**config.mk**
```make
export PLATFORM = sky130hd
export DESIGN_NAME = hirose_present_scheduler
export DESIGN_NICKNAME = d
export VERILOG_FILES = /design/src/rtl/hirose_present_scheduler_pkg.sv /design/src/rtl/hirose_present_scheduler_rr_arbiter.sv /design/src/rtl/hirose_present_scheduler.sv
export SDC_FILE = /design/constraint.sdc
export NUM_CORES = 1
export LEC_CHECK = 0
export ABC_AREA = 1
export CAP_MARGIN = 20
export CORE_AREA = 3 3 231 233
export DETAILED_ROUTE_END_ITERATION = 6
export DIE_AREA = 0 0 234 236
export GPL_TIMING_DRIVEN = 1
export HOLD_SLACK_MARGIN = 0.12
export PLACE_DENSITY = 0.45
export RECOVER_POWER = 100
export REMOVE_ABC_BUFFERS = 1
export SLEW_MARGIN = 20
export SYNTH_ARGS = -nofsm -noshare
export SYNTH_HDL_FRONTEND = slang
export SYNTH_SLANG_ARGS = --single-unit
```
**constraint.sdc**
```tcl
create_clock -name clk -period 6.9 [get_ports clk]
set_input_delay 1.38 -clock clk [delete_from_list [all_inputs] [get_ports clk]]
set_output_delay 1.38 -clock clk [all_outputs]
set_load 0.03 [all_outputs]
```
**src/rtl/hirose_present_scheduler_pkg.sv**
```systemverilog
// hirose_sched_pkg: shared state type and sizing helpers for the Hirose-PRESENT scheduler
package hirose_sched_pkg;
    typedef enum logic [1:0] {IDLE, SETUP, RUN, RESP} sched_state_e;
    localparam int DEF_N_REQ = 4;
    localparam int DEF_DATA_WIDTH = 64;
    localparam int DEF_HASH_WIDTH = 128;
    function automatic int idx_width(input int n);
        return (n > 1) ? $clog2(n) : 1;
    endfunction
    function automatic int cnt_width(input int a, input int b);
        return $clog2(((a > b) ? a : b) + 1);
    endfunction
endpackage

```
**src/rtl/hirose_present_scheduler_rr_arbiter.sv**
```systemverilog
// rr_arbiter: picks the first set request at or above the pointer, wrapping at N
module rr_arbiter
    import hirose_sched_pkg::*;
#(
    parameter int N = DEF_N_REQ,
    localparam int IW = idx_width(N)
) (
    input  logic [N-1:0]  i_req,
    input  logic [IW-1:0] i_ptr,
    output logic [IW-1:0] o_grant,
    output logic          o_found
);
    localparam logic [IW:0] N_W = (IW + 1)'(N);
    logic [N-1:0]  w_rot;
    logic [IW-1:0] w_off;
    logic [IW:0]   w_sum;
    assign w_rot = N'({i_req, i_req} >> i_ptr);
    always_comb begin
        w_off = '0;
        for (int j = N - 1; j >= 0; j--)
            if (w_rot[j]) w_off = IW'(j);
    end
    assign w_sum   = {1'b0, i_ptr} + {1'b0, w_off};
    assign o_grant = (w_sum >= N_W) ? IW'(w_sum - N_W) : w_sum[IW-1:0];
    assign o_found = |i_req;
endmodule

```
**src/rtl/hirose_present_scheduler.sv**
```systemverilog
// hirose_present_scheduler: shares one Hirose-PRESENT hash core among N_REQ requesters
module hirose_present_scheduler
    import hirose_sched_pkg::*;
#(
    parameter int N_REQ          = DEF_N_REQ,
    parameter int DATA_WIDTH     = DEF_DATA_WIDTH,
    parameter int HASH_WIDTH     = DEF_HASH_WIDTH,
    parameter int SETUP_CYCLES   = 2,
    parameter int TIMEOUT_CYCLES = 4096,
    localparam int IW = idx_width(N_REQ),
    localparam int CW = cnt_width(SETUP_CYCLES, TIMEOUT_CYCLES)
) (
    input  logic                        clk,
    input  logic                        rst_n,
    input  logic [N_REQ-1:0]            req_valid_i,
    output logic [N_REQ-1:0]            req_ready_o,
    input  logic [N_REQ*DATA_WIDTH-1:0] req_data_i,
    output logic [N_REQ-1:0]            resp_valid_o,
    input  logic [N_REQ-1:0]            resp_ready_i,
    output logic [HASH_WIDTH-1:0]       resp_hash_o,
    output logic                        resp_err_o,
    output logic                        core_rst_o,
    output logic [DATA_WIDTH-1:0]       core_plaintext_o,
    input  logic [HASH_WIDTH-1:0]       core_hash_i,
    input  logic                        core_end_i,
    output logic                        busy_o,
    output logic [IW-1:0]               grant_id_o
);
    localparam logic [N_REQ-1:0] ONE        = N_REQ'(1);
    localparam logic [IW-1:0]    LAST_IDX   = IW'(N_REQ - 1);
    localparam logic [CW-1:0]    SETUP_LAST = CW'(SETUP_CYCLES - 1);
    localparam logic [CW-1:0]    TO_LAST    = CW'(TIMEOUT_CYCLES - 1);
    sched_state_e          r_state, w_state;
    logic [CW-1:0]         r_cnt, w_cnt;
    logic [IW-1:0]         r_gid, w_gid, r_ptr, w_ptr, w_grant;
    logic [DATA_WIDTH-1:0] r_pt, w_pt;
    logic [HASH_WIDTH-1:0] r_hash, w_hash;
    logic                  r_err, w_err, w_found;
    logic [DATA_WIDTH-1:0] w_data [N_REQ];
    for (genvar k = 0; k < N_REQ; k++) begin : g_data
        assign w_data[k] = req_data_i[k*DATA_WIDTH +: DATA_WIDTH];
    end
    rr_arbiter #(.N(N_REQ)) u_arb (
        .i_req   (req_valid_i),
        .i_ptr   (r_ptr),
        .o_grant (w_grant),
        .o_found (w_found)
    );
    always_comb begin
        w_state = r_state;
        w_cnt   = r_cnt;
        w_gid   = r_gid;
        w_ptr   = r_ptr;
        w_pt    = r_pt;
        w_hash  = r_hash;
        w_err   = r_err;
        case (r_state)
            IDLE: if (w_found) begin
                w_state = SETUP;
                w_cnt   = '0;
                w_gid   = w_grant;
                w_ptr   = (w_grant == LAST_IDX) ? '0 : w_grant + 1'b1;
                w_pt    = w_data[w_grant];
            end
            SETUP: begin
                w_state = (r_cnt == SETUP_LAST) ? RUN : SETUP;
                w_cnt   = (r_cnt == SETUP_LAST) ? '0 : r_cnt + 1'b1;
            end
            RUN: begin
                w_cnt = r_cnt + 1'b1;
                // an end flag left over from the previous hash is ignored on the first cycle
                if (core_end_i && r_cnt != '0) begin
                    w_state = RESP;
                    w_hash  = core_hash_i;
                    w_err   = 1'b0;
                end else if (r_cnt == TO_LAST) begin
                    w_state = RESP;
                    w_hash  = '0;
                    w_err   = 1'b1;
                end
            end
            RESP: w_state = resp_ready_i[r_gid] ? IDLE : RESP;
            default: w_state = IDLE;
        endcase
    end
    always_ff @(posedge clk or negedge rst_n) begin
        if (!rst_n) begin
            r_state <= IDLE;
            r_cnt   <= '0;
            r_gid   <= '0;
            r_ptr   <= '0;
            r_pt    <= '0;
            r_hash  <= '0;
            r_err   <= 1'b0;
        end else begin
            r_state <= w_state;
            r_cnt   <= w_cnt;
            r_gid   <= w_gid;
            r_ptr   <= w_ptr;
            r_pt    <= w_pt;
            r_hash  <= w_hash;
            r_err   <= w_err;
        end
    end
    assign req_ready_o      = (rst_n && r_state == IDLE && w_found) ? ONE << w_grant : '0;
    assign resp_valid_o     = (r_state == RESP) ? ONE << r_gid : '0;
    assign resp_hash_o      = r_hash;
    assign resp_err_o       = r_err;
    assign core_rst_o       = (r_state != RUN);
    assign core_plaintext_o = r_pt;
    assign busy_o           = (r_state != IDLE);
    assign grant_id_o       = r_gid;
endmodule

```
==> metrics.yaml <==
status:
  status: "complete, but fails checks"
  violations: "max-capacitance violations, max-slew violations"
final_layout:
  n_antenna_cell: 0
  area_growth_pct: 68.8
  seqCellArea_mm2: 0.00531
  layout_common_cells: "nand2_1, clkdlybuf4s50_1, dfrtp_1, dlygate4sd3_1, nand3_1"
  multi_input_area_mm2: 0.00492
  final_common_cell: "nand2_1"
  fillers: 5362
  layout-drive-gt1-share_pct: 3.54
  nNetsFinal: 2281
placed_design:
  pre_cts_ws_ps: 1350
  portBuffers: 599
  dp_hpwl_um: 36200
  gp_congestion: 0.815
cts:
  cts_setup_buffers: 0
  cts_tree: "yes"
  clock_tree.buffer_depth: 3
  ctsResizeCount: 0
  clkSinkCount: 212
  clk_latency_ps: 550
  clkSlewWorstSetupHoldPaths_ps: 60
  root_buffer: "clkbuf_16"
  cts_buffers: 28
  h-tree-depth: 1
  ctsHoldBuffers: 0
hold_path:
  hold_depth: 2
  hold_start: "resp_hash_o[54]$_DFFE_PN0P_"
  min_to: "resp_hash_o[54]$_DFFE_PN0P_"
  hold_class: "reg2reg"
route:
  dr.pass1.iters: 4
  ant_nets: 0
  dr_total_vias: 10839
  vias_per_cell: 4.21
  finalWirelength_um: 48300
  dr.first_iter.drc_count: 491
  wire_per_inst_um: 18.8
  drc_errors: 0
pwr:
  power_frac_seq_pct: 39.2
  pwr-share-clk_pct: 47.6
  switching_share_pct: 23.1
  p_per_area_mw_per_mm2: 174
  combPwrFrac_pct: 13.2
  peakVddDrop_v: 0.000151
  power.leakage_nw: 9.68
  internal-power_mw: 2.44
  power_switching_mw: 0.733
  fin_total_pwr_mw: 3.17
global_routing:
  grt_max_degree: 70
  antenna_found_initial: 5
  grt_first_pass_wirelength_um: 71800
  grt_pass1_vias: 10900
  grt.total_usage_pct: 17.0
  grt_overflow: 0
sta:
  post-route-min-period_ps: 5790
  setup_viol: 0
  worst_pin_slew_ps: 3820
  maxSlewHeadroom_pct: -155
  finClkSkew_ps: 20.8
  rsz0062_at_grt: "no"
  fin_crit_sh_pct: 83.9
  setup_slack_ps: 1110
  whs_ps: 461
  max_freq_ghz: 0.173
  slew_viol_final: 286
  setup_tns_ps: 0
  finalHoldViolCount: 0
die:
  die_w_um: 234
  initial_core_util_pct: 21.0
  die-area_mm2: 0.0552
  fp-row-count: 83
  core_area_mm2: 0.0514
  ios: 600
  die_y_um: 236
synthesis:
  synth.cell_area_mm2: 0.0108
  syn_inst: 1312
  syn_avg_cell_area_um2: 8.23
  synth-simple-area-share_pct: 30.9
  synthAdderAreaFrac_pct: 1.16
  ys_types: 26
  yosysSeqAreaShare_pct: 49.1
  synth-compound-area-share_pct: 0.811
  muxShareOfSynthArea_pct: 11.9
  yosysWarnings: 0
  yosys_register_bits: 212
  synth_top_family_by_area: "simple AND/OR/NAND/NOR gates"
  synth_xor_area_share_pct: 0.649
setup_path:
  cp-start-kind: "primary input"
  worstPathCellList: "dlygate4sd3_1, nand2_1, nand3_1, nand3_1, a21boi_0, ha_4, xor2_1, nand2_2, nand2_1, clkbuf_1, nand2_1, nand3_1, nand2_1"
  path_max_fanout: 65
  end_kind: "register"
  crit_path_top_delay_cell: "clkbuf_1"
  rr_endpoint: "core_plaintext_o[11]$_DFFE_PN0P_"
  r2r_start: "r_ptr[0]$_DFFE_PN0P_"
  cp_slowest_stage_delay_ps: 2420
  crit_top_cell: "nand2_1"
  timing_worst_setup_path_type: "in2reg"
  r2r_cells: 14
  cp.arrival_ps: 6230
  ff2ff_setup_slack_ps: 1980
  required_ps: 7340
run:
  maxCapViolCount: 5
power by group through the flow:
stage	Sequential, mW	Combinational (mW)	Clock, mW
final	1.24	0.419	1.51
after global routing	1.24	0.457	1.62
after CTS	1.24	0.425	1.57
after detailed placement	1.27	0.423	0
after global placement	1.27	0.423	0
after floorplan	1.27	0.146	0
metrics by stage:
step	area [um^2]	instances	util, %
global route	18200	2575	35.5
detailed placement	17300	2526	33.7
floorplan	10300	1234	-
CTS	18300	2575	35.5
global placement	17300	2526	33.7
finish	18200	2575	35.5
Yosys cell counts:
cell	n	area, um^2
a21boi_0	1	7.51
a21oi_2	1	8.76
nand2_2	1	6.26
nor2_2	1	6.26
buf_1	6	22.5
inv_1	29	109
xor2_1	8	70.1
o21ai_0	10	50.1
buf_6	13	146
buf_2	36	180
mux2i_1	128	1280
nand2_1	628	2360
nand3b_1	1	7.51
inv_2	4	15.0
dfrtp_1	212	5310
nor3_1	9	45.0
buf_4	9	67.6
nand4_1	3	18.8
a21oi_1	3	15.0
or2_2	1	6.26
o22ai_1	1	6.26
ha_1	10	125
nor3_2	1	10.0
nor2_1	25	93.8
clkbuf_1	14	52.6
nand3_1	157	786
how the worst max path moves through the flow:
| stage | endpoint | start | slack [ps] |
|---|---|---|---|
| 6_report | core_plaintext_o[11]$_DFFE_PN0P_ | req_valid_i[2] | 1110 |
| 5_1_grt | core_plaintext_o[50]$_DFFE_PN0P_ | req_valid_i[2] | 690 |
| 4_1_cts | req_ready_o[1] | req_valid_i[2] | 1350 |
| 3_5_place_dp | req_ready_o[1] | req_valid_i[2] | 1350 |
| 3_3_place_gp | req_ready_o[1] | req_valid_i[1] | 1420 |
| 2_1_floorplan | req_ready_o[1] | req_valid_i[3] | -1250 |
state kept, by name, indices dropped and copies added (netlist names):
name / count
core_plaintext_o: 64
grant_id_o: 2
r_cnt: 13
r_ptr: 2
r_state: 2
resp_err_o: 1
resp_hash_o: 128
layer usage:
layer	routed length (um)	track usage [%]	up-vias
li1	-	-	5330
met1	19300	20.5	5160
met2	25400	30.8	283
met3	2720	3.89	56
met4	812	3.06	10
met5	69	0	-
area by class of cell:
type                    instances  area share [%]
inverters                      33           0.679
multi-input cells             989            27.0
clock buffers                  39            4.52
repair buffers                612            33.3
flip-flops and latches        212            29.1
clock inverters                10           0.700
well taps                     680            4.67
kinds of logic (layout without fill, tap and decap cells):
family	after synthesis	after routing
AND/OR/NAND/NOR	827	827
adder cells (fa/ha/maj)	10	10
XOR/XNOR	8	8
buffers and inverters	111	694
AO/OA/AOI/OAI	16	16
multiplexers	128	128
flip-flops	212	212
worst max-delay path, delay by kind of cell:
family	cells	cell delay (ps)
buf+inv	2	3040
xor+xnor	1	210
fa+ha+maj	1	180
simple gates	8	1020
compound gates	1	290
Note: power is estimated with default switching activity, not from simulation.
